$ cat src/rtl/tdm_demux_1x8_if.sv
// ---------------------------------------------------------------------------
// tdm_demux_1x8_if
//   Bundles the serial input lane and the parallel frame outputs of the
//   8-channel TDM demultiplexer.
//
//   Serial side (driven by master):
//     din          W     channel word for the current slot
//     din_valid    1     beat qualifier
//     frame_sync   1     marks slot 0 (qualified by din_valid)
//   Frame side (driven by slave, the demux):
//     ch_data      8*W   published frame, channel k at [k*W +: W]
//     frame_valid  1     one-cycle pulse when ch_data updates
//     locked       1     frame alignment held
//     slot         3     slot the next accepted beat will fill
//     sync_err     1     one-cycle pulse on a sync violation
// ---------------------------------------------------------------------------
interface tdm_demux_1x8_if #(
    parameter int W = 1
);
    logic [W-1:0]   din;
    logic           din_valid;
    logic           frame_sync;
    logic [8*W-1:0] ch_data;
    logic           frame_valid;
    logic           locked;
    logic [2:0]     slot;
    logic           sync_err;

    modport master (
        output din,
        output din_valid,
        output frame_sync,
        input  ch_data,
        input  frame_valid,
        input  locked,
        input  slot,
        input  sync_err
    );

    modport slave (
        input  din,
        input  din_valid,
        input  frame_sync,
        output ch_data,
        output frame_valid,
        output locked,
        output slot,
        output sync_err
    );
endinterface

$ cat src/rtl/tdm_demux_1x8.sv
// ---------------------------------------------------------------------------
// tdm_demux_1x8
//   Receive-side 1:8 TDM demultiplexer. Locks onto frame_sync, collects one
//   channel word per accepted beat into shadow registers, and publishes the
//   complete 8-channel frame atomically on the 8th beat. Sync loss and early
//   sync are reported with a one-cycle sync_err pulse.
//
//   Ports:
//     clk    in   rising-edge clock
//     rst_n  in   asynchronous active-low reset
//     bus    slave modport of tdm_demux_1x8_if (serial in, frame out)
// ---------------------------------------------------------------------------
module tdm_demux_1x8 #(
    parameter int W = 1
) (
    input  logic           clk,
    input  logic           rst_n,
    tdm_demux_1x8_if.slave bus
);

    typedef enum logic {
        IDLE = 1'b0,
        RUN  = 1'b1
    } state_t;

    state_t         state_q,       state_d;
    logic [2:0]     slot_q,        slot_d;
    logic           locked_q,      locked_d;
    logic           frame_valid_q, frame_valid_d;
    logic           sync_err_q,    sync_err_d;
    // Channels 0..6 of the frame under construction; channel 7 arrives with
    // the publishing beat and goes straight to ch_data.
    logic [7*W-1:0] shadow_q,      shadow_d;
    logic [8*W-1:0] ch_data_q,     ch_data_d;

    always_comb begin
        state_d       = state_q;
        slot_d        = slot_q;
        locked_d      = locked_q;
        shadow_d      = shadow_q;
        ch_data_d     = ch_data_q;
        frame_valid_d = 1'b0;
        sync_err_d    = 1'b0;

        if (bus.din_valid) begin
            case (state_q)
                IDLE: begin
                    // Non-sync beats are silently ignored while hunting.
                    if (bus.frame_sync) begin
                        shadow_d[W-1:0] = bus.din;
                        slot_d          = 3'd1;
                        locked_d        = 1'b1;
                        state_d         = RUN;
                    end
                end
                RUN: begin
                    if (bus.frame_sync) begin
                        // Sync always restarts the frame; anywhere other
                        // than slot 0 it drops the partial frame, even at
                        // slot 7 where a publish would otherwise happen.
                        sync_err_d      = (slot_q != 3'd0);
                        shadow_d[W-1:0] = bus.din;
                        slot_d          = 3'd1;
                    end else if (slot_q == 3'd0) begin
                        // Expected a sync marker: alignment lost.
                        sync_err_d = 1'b1;
                        locked_d   = 1'b0;
                        slot_d     = 3'd0;
                        state_d    = IDLE;
                    end else if (slot_q == 3'd7) begin
                        ch_data_d     = {bus.din, shadow_q};
                        frame_valid_d = 1'b1;
                        slot_d        = 3'd0;
                    end else begin
                        for (int k = 1; k < 7; k++) begin
                            if (slot_q == 3'(k)) begin
                                shadow_d[k*W +: W] = bus.din;
                            end
                        end
                        slot_d = slot_q + 3'd1;
                    end
                end
                default: begin
                    state_d  = IDLE;
                    slot_d   = 3'd0;
                    locked_d = 1'b0;
                end
            endcase
        end
    end

    always_ff @(posedge clk or negedge rst_n) begin
        if (!rst_n) begin
            state_q       <= IDLE;
            slot_q        <= 3'd0;
            locked_q      <= 1'b0;
            frame_valid_q <= 1'b0;
            sync_err_q    <= 1'b0;
            shadow_q      <= '0;
            ch_data_q     <= '0;
        end else begin
            state_q       <= state_d;
            slot_q        <= slot_d;
            locked_q      <= locked_d;
            frame_valid_q <= frame_valid_d;
            sync_err_q    <= sync_err_d;
            shadow_q      <= shadow_d;
            ch_data_q     <= ch_data_d;
        end
    end

    assign bus.ch_data     = ch_data_q;
    assign bus.frame_valid = frame_valid_q;
    assign bus.locked      = locked_q;
    assign bus.slot        = slot_q;
    assign bus.sync_err    = sync_err_q;

endmodule

$ cat src/flat_wrapper.sv
// flat-port wrapper written by rule: the top's interface ports become plain ports
module tdm_demux_1x8_flat 
#(
    parameter int W = 1
)
  (clk, rst_n, bus_din, bus_din_valid, bus_frame_sync, bus_ch_data, bus_frame_valid, bus_locked, bus_slot, bus_sync_err);
  tdm_demux_1x8_if #(.W(W)) bus_i ();
  input  logic clk;
  input  logic rst_n;
  input wire logic [$bits(bus_i.din)-1:0] bus_din;
  input wire logic [$bits(bus_i.din_valid)-1:0] bus_din_valid;
  input wire logic [$bits(bus_i.frame_sync)-1:0] bus_frame_sync;
  output wire logic [$bits(bus_i.ch_data)-1:0] bus_ch_data;
  output wire logic [$bits(bus_i.frame_valid)-1:0] bus_frame_valid;
  output wire logic [$bits(bus_i.locked)-1:0] bus_locked;
  output wire logic [$bits(bus_i.slot)-1:0] bus_slot;
  output wire logic [$bits(bus_i.sync_err)-1:0] bus_sync_err;
  assign bus_i.din = bus_din;
  assign bus_i.din_valid = bus_din_valid;
  assign bus_i.frame_sync = bus_frame_sync;
  assign bus_ch_data = bus_i.ch_data;
  assign bus_frame_valid = bus_i.frame_valid;
  assign bus_locked = bus_i.locked;
  assign bus_slot = bus_i.slot;
  assign bus_sync_err = bus_i.sync_err;
  tdm_demux_1x8 #(.W(W)) u_core (.clk(clk), .rst_n(rst_n), .bus(bus_i));
endmodule
$ cat config.mk
export PLATFORM = sky130hd
export DESIGN_NAME = tdm_demux_1x8_flat
export DESIGN_NICKNAME = d
export VERILOG_FILES = /design/src/rtl/tdm_demux_1x8_if.sv /design/src/rtl/tdm_demux_1x8.sv /design/src/flat_wrapper.sv
export SDC_FILE = /design/constraint.sdc
export NUM_CORES = 1
export LEC_CHECK = 0
export CAP_MARGIN = 20
export CORE_ASPECT_RATIO = 0.9
export CORE_MARGIN = 4
export CORE_UTILIZATION = 37
export DETAILED_ROUTE_END_ITERATION = 8
export HOLD_SLACK_MARGIN = 0.06
export PLACE_DENSITY = 0.65
export SETUP_SLACK_MARGIN = 0.3
export SYNTH_ARGS = -nofsm -noshare
export SYNTH_HDL_FRONTEND = slang
export SYNTH_SLANG_ARGS = --single-unit
$ cat constraint.sdc
create_clock -name clk -period 4.6 [get_ports clk]
set_clock_uncertainty 0.15 [all_clocks]
set_input_delay 0.92 -clock clk [delete_from_list [all_inputs] [get_ports clk]]
set_output_delay 0.92 -clock clk [all_outputs]
set_load 0.01 [all_outputs]
; Word-level counts from Yosys, hierarchy flattened
; Index checks and enable logic that the tools add are counted.
[op_classes]
bitwise = 4
n_eq_ne = 10
add_sub_neg = 1
reduce_logical = 12
muxes = 23
[ops]
columns = cell, n
row1 = $reduce_and 6->1, 6
row2 = $mux 1, 16
row3 = $eq 3x3->1 const B, 4
row4 = $mux 3, 4
row5 = $eq 3x2->1 const B, 2
row6 = $ne 2x2->1 const B, 3
row7 = $pmux 3 s2, 1
row8 = $reduce_and 5->1, 1
row9 = $not 1->1, 4
row10 = $pmux 1 s2, 2
row11 = $reduce_and 2->1, 2
row12 = $reduce_and 4->1, 1
row13 = $add 3x1->3 const B, 1
row14 = $eq 3x1->1 const B, 1
row15 = $logic_not 3->1, 1
row16 = $reduce_bool 3->1, 1
[word_totals]
out_inout_bits = 14
reg_bits = 22

; Logic depth before layout (Yosys ltp)
[depth]
depth_word = 6
mapped_depth = 7

; Worst setup path after synthesis
; No wires, ideal clock.
[synth_timing]
path_type = input-to-reg
startpoint = input port bus_din_valid
endpoint = register u_core.ch_data_q[0] (netlist: u_core.bus.ch_data[0])
setup_slack_ns = 2.520
t_required_ns = 4.325
setup_time_ns = 0.125
n_path_buf = 2
arrival_time_ns = 1.805
path_stages = 5
path_cell_list = buf_4 > and3b_1 > buf_6 > nand3_4 > mux2_2
[synth_between]
elab_chain_cells = 1
[synth_lines]
columns = element, line
row1 = start: declaration, flat_wrapper.sv:11  ; input wire logic [$bits(bus_i.din_valid)-1:0] bus_din_valid;
row2 = $reduce_and 5->1 (no source line), --
row3 = end signal: assignment, tdm_demux_1x8.sv:108  ; ch_data_q <= ch_data_d;
row4 = end: declaration, tdm_demux_1x8.sv:34  ; logic [8*W-1:0] ch_data_q, ch_data_d;
; Every way passes these cells.
; A chain may end at the register's enable or synchronous reset.

; Final worst setup path
[layout_timing]
startpoint = register u_core.slot_q[2] (netlist: u_core.bus.slot[2])
endpoint = output port bus_slot[2]
[layout_rtl]
columns = element, line
row1 = start: declaration, tdm_demux_1x8.sv:27  ; logic [2:0] slot_q, slot_d;
row2 = start signal: assignment, tdm_demux_1x8.sv:103  ; slot_q <= slot_d;
row3 = end: declaration, flat_wrapper.sv:16  ; output wire logic [$bits(bus_i.slot)-1:0] bus_slot;
; No word-level cell between the ends.

==> impl_metrics.ini <==
[die]
rows = 17
die-area_sq_um = 3731
io_pins = 19
die_h_um = 58.35
die_width_um = 63.95
core-area_sq_um = 2574
start_util_pct = 40.50

[timing]
rsz0062_at_grt = no
period_minus_slack_ps = 2477
relSlewSlack_pct = 78.87
drv_slew = 0
fin_crit_sh_pct = 53.85
worst_pin_slew_ps = 314.1
setup-violations-final = 0
setup_tns_ps = 0
max_freq_mhz = 403.7
hold_violations = 0
holdWs_ps = 366.7

[setup_path]
slowest_delay_ps = 590
worstPathCellList = clkdlybuf4s50_1
cp.depth = 1
criticalPathCategory = reg2out
critPathRequiredTime_ps = 3530
cp_max_fo = 9
path_buf_inv = 1
cp-start-kind = register
cp_slowest_cell = clkdlybuf4s50_1
worstSetupEndpointType = output pin
cp_top_family = buffers and inverters
r2r_cells = 5
arrival_ps = 1410

[synth]
synth_area_sq_um = 1042
async_reset_ff_share_pct = 100.0
ys_types = 20
syn_nets = 98
yosysWarnings = 0
ys_seq_elements = 22
ys_seq_area_share_pct = 52.82
synth_edf_count = 0
syn_inst = 86
syn-mean-instance-area_sq_um = 12.12
synth_ff_type = dfrtp_1

[route]
drtIter0Drc = 11
drc = 0
drt_pass1_iterations = 4
finalWirelength_mm = 1.851
post_drt_wl_per_cell_um = 12.77
viasPerCell = 4.690
ant_nets = 0
num_vias = 680

[layout]
final_common_cell = dfrtp_1
fin_nets = 120
layout_common_cells = dfrtp_1, clkdlybuf4s50_1, mux2_2
areaGrowthSynthToFinish_pct = 26.17
final_area_sq_um = 1315
final_core_util_pct = 51.09
drive_gt1_share_pct = 19.63
num_antenna_cells = 0

[global_route]
grt_use_met3_pct = 2.481
grt_pass1_vias = 751
grt_usage_pct = 11.72
grt_remaining_overflow = 0
grt_start_max_net_pins = 23
antenna_found_initial = 0
grt-busiest-layer = met2
grt_pass1_wl_mm = 3.367
use_met2_pct = 19.59
grtUsageMet1_pct = 14.56

[pwr]
p_clk_share_pct = 18.6
power_switching_uw = 196.8
p_leak_uw = 0.0006339
p_int_uw = 379.1
irDropWorstVdd_v = 0.0002063
pwr-share-seq_pct = 46.4
power_frac_comb_pct = 35.0
p_per_area_nw_per_um2 = 437.9
swShare_pct = 34.17

[clock_tree]
cts_hold_buf = 0
cts.clk_slew.worst_paths_ps = 120
cts.repair.resized = 0
clock_latency_ps = 310
cts-buffers-inserted = 3
clk_path_buf_depth = 2
clkSinkCount = 22
postCtsSetupBuffers = 0
cts_max_level = 1
cts_root_buffer = clkbuf_4
cts_tree = built

[run_status]
outcome = finished, final reports clean

[placed_design]
port_buffers = 18
place_area_sq_um = 1251
place_hpwl_mm = 1.360
gp_congestion = 0.8370

[min_path]
min_path_cells = 1
hold_class = reg2reg

[job]
maxCapViolCount = 0
-- per-layer routing --
metal	wire [um]	up-vias
met1	900	325
met3	53	5
met2	858	11
met5	0	-
met4	38	0
li1	-	339
-- final cells by class --
class / count / area (sq um)
fillers: 227 / 1259
flip-flops and latches: 22 / 550.5
multi-input cells: 55 / 446.7
repair buffers: 19 / 207.7
well taps: 38 / 47.55
clock buffers: 4 / 36.28
inverters: 7 / 26.28
-- path summary, 6_finish.rpt --
check / to / start / slack [ps]
min reg2reg: u_core.bus.ch_data[5]$_DFFE_PN0P_ / u_core.bus.ch_data[5]$_DFFE_PN0P_ / 370
max in group asynchronous: u_core.shadow_q[4]$_DFFE_PN0P_ / rst_n / 3230
max reg2reg: u_core.bus.ch_data[4]$_DFFE_PN0P_ / u_core.bus.slot[0]$_DFFE_PN0P_ / 2720
min: u_core.bus.ch_data[5]$_DFFE_PN0P_ / u_core.bus.ch_data[5]$_DFFE_PN0P_ / 370
max: bus_slot[2] / u_core.bus.slot[2]$_DFFE_PN0P_ / 2120
min in group asynchronous: u_core.bus.frame_valid$_DFF_PN0_ / rst_n / 690
-- kinds of logic after synthesis --
| group | Yosys count | share of synthesized area, % |
|---|---|---|
| AOI/OAI and AO/OA | 7 | 3.842 |
| adders and majority gates | 7 | 8.403 |
| buffers and inverters | 9 | 4.322 |
| DFF | 22 | 52.82 |
| muxes | 15 | 16.21 |
| and+or+nand+nor | 26 | 14.41 |
-- through the flow --
stage	setup WS (ps)	std cells	total power (uW)
6_report	2123	145	575.9
5_1_grt	2037	145	620.9
4_1_cts	2101	144	579.6
3_5_place_dp	1913	140	470.5
3_3_place_gp	1907	140	466.5
2_1_floorplan	2520	86	391.1
-- state kept, by name, indices dropped and copies added, names as in the netlist --
name	cells
u_core.bus.ch_data	8
u_core.bus.locked	1
u_core.bus.frame_valid	1
u_core.bus.sync_err	1
u_core.state_q	1
u_core.shadow_q	7
u_core.bus.slot	3
-- cell usage after synthesis (2+ instances only) --
cell	n	share of area (%)
o21ai_0	2	0.96
nand2b_1	3	1.8
nand2_1	7	2.5
inv_1	7	2.5
nand3_1	3	1.4
nor2_1	2	0.72
ha_1	7	8.4
a21oi_1	3	1.4
dfrtp_1	22	53
nand4_1	3	1.8
mux2_2	15	16
nor2b_1	2	1.2
nor4_1	3	1.8
-- power groups by stage --
stage | sequential (uW) | clock [uW] | combinational [uW]
after floorplan | 275 | 0 | 116
after global placement | 271 | 0 | 195
after detailed placement | 273 | 0 | 197
after CTS | 268 | 112 | 200
after global routing | 275 | 119 | 227
final | 267 | 107 | 201
No activity file was read; power rests on OpenSTA's default activity.
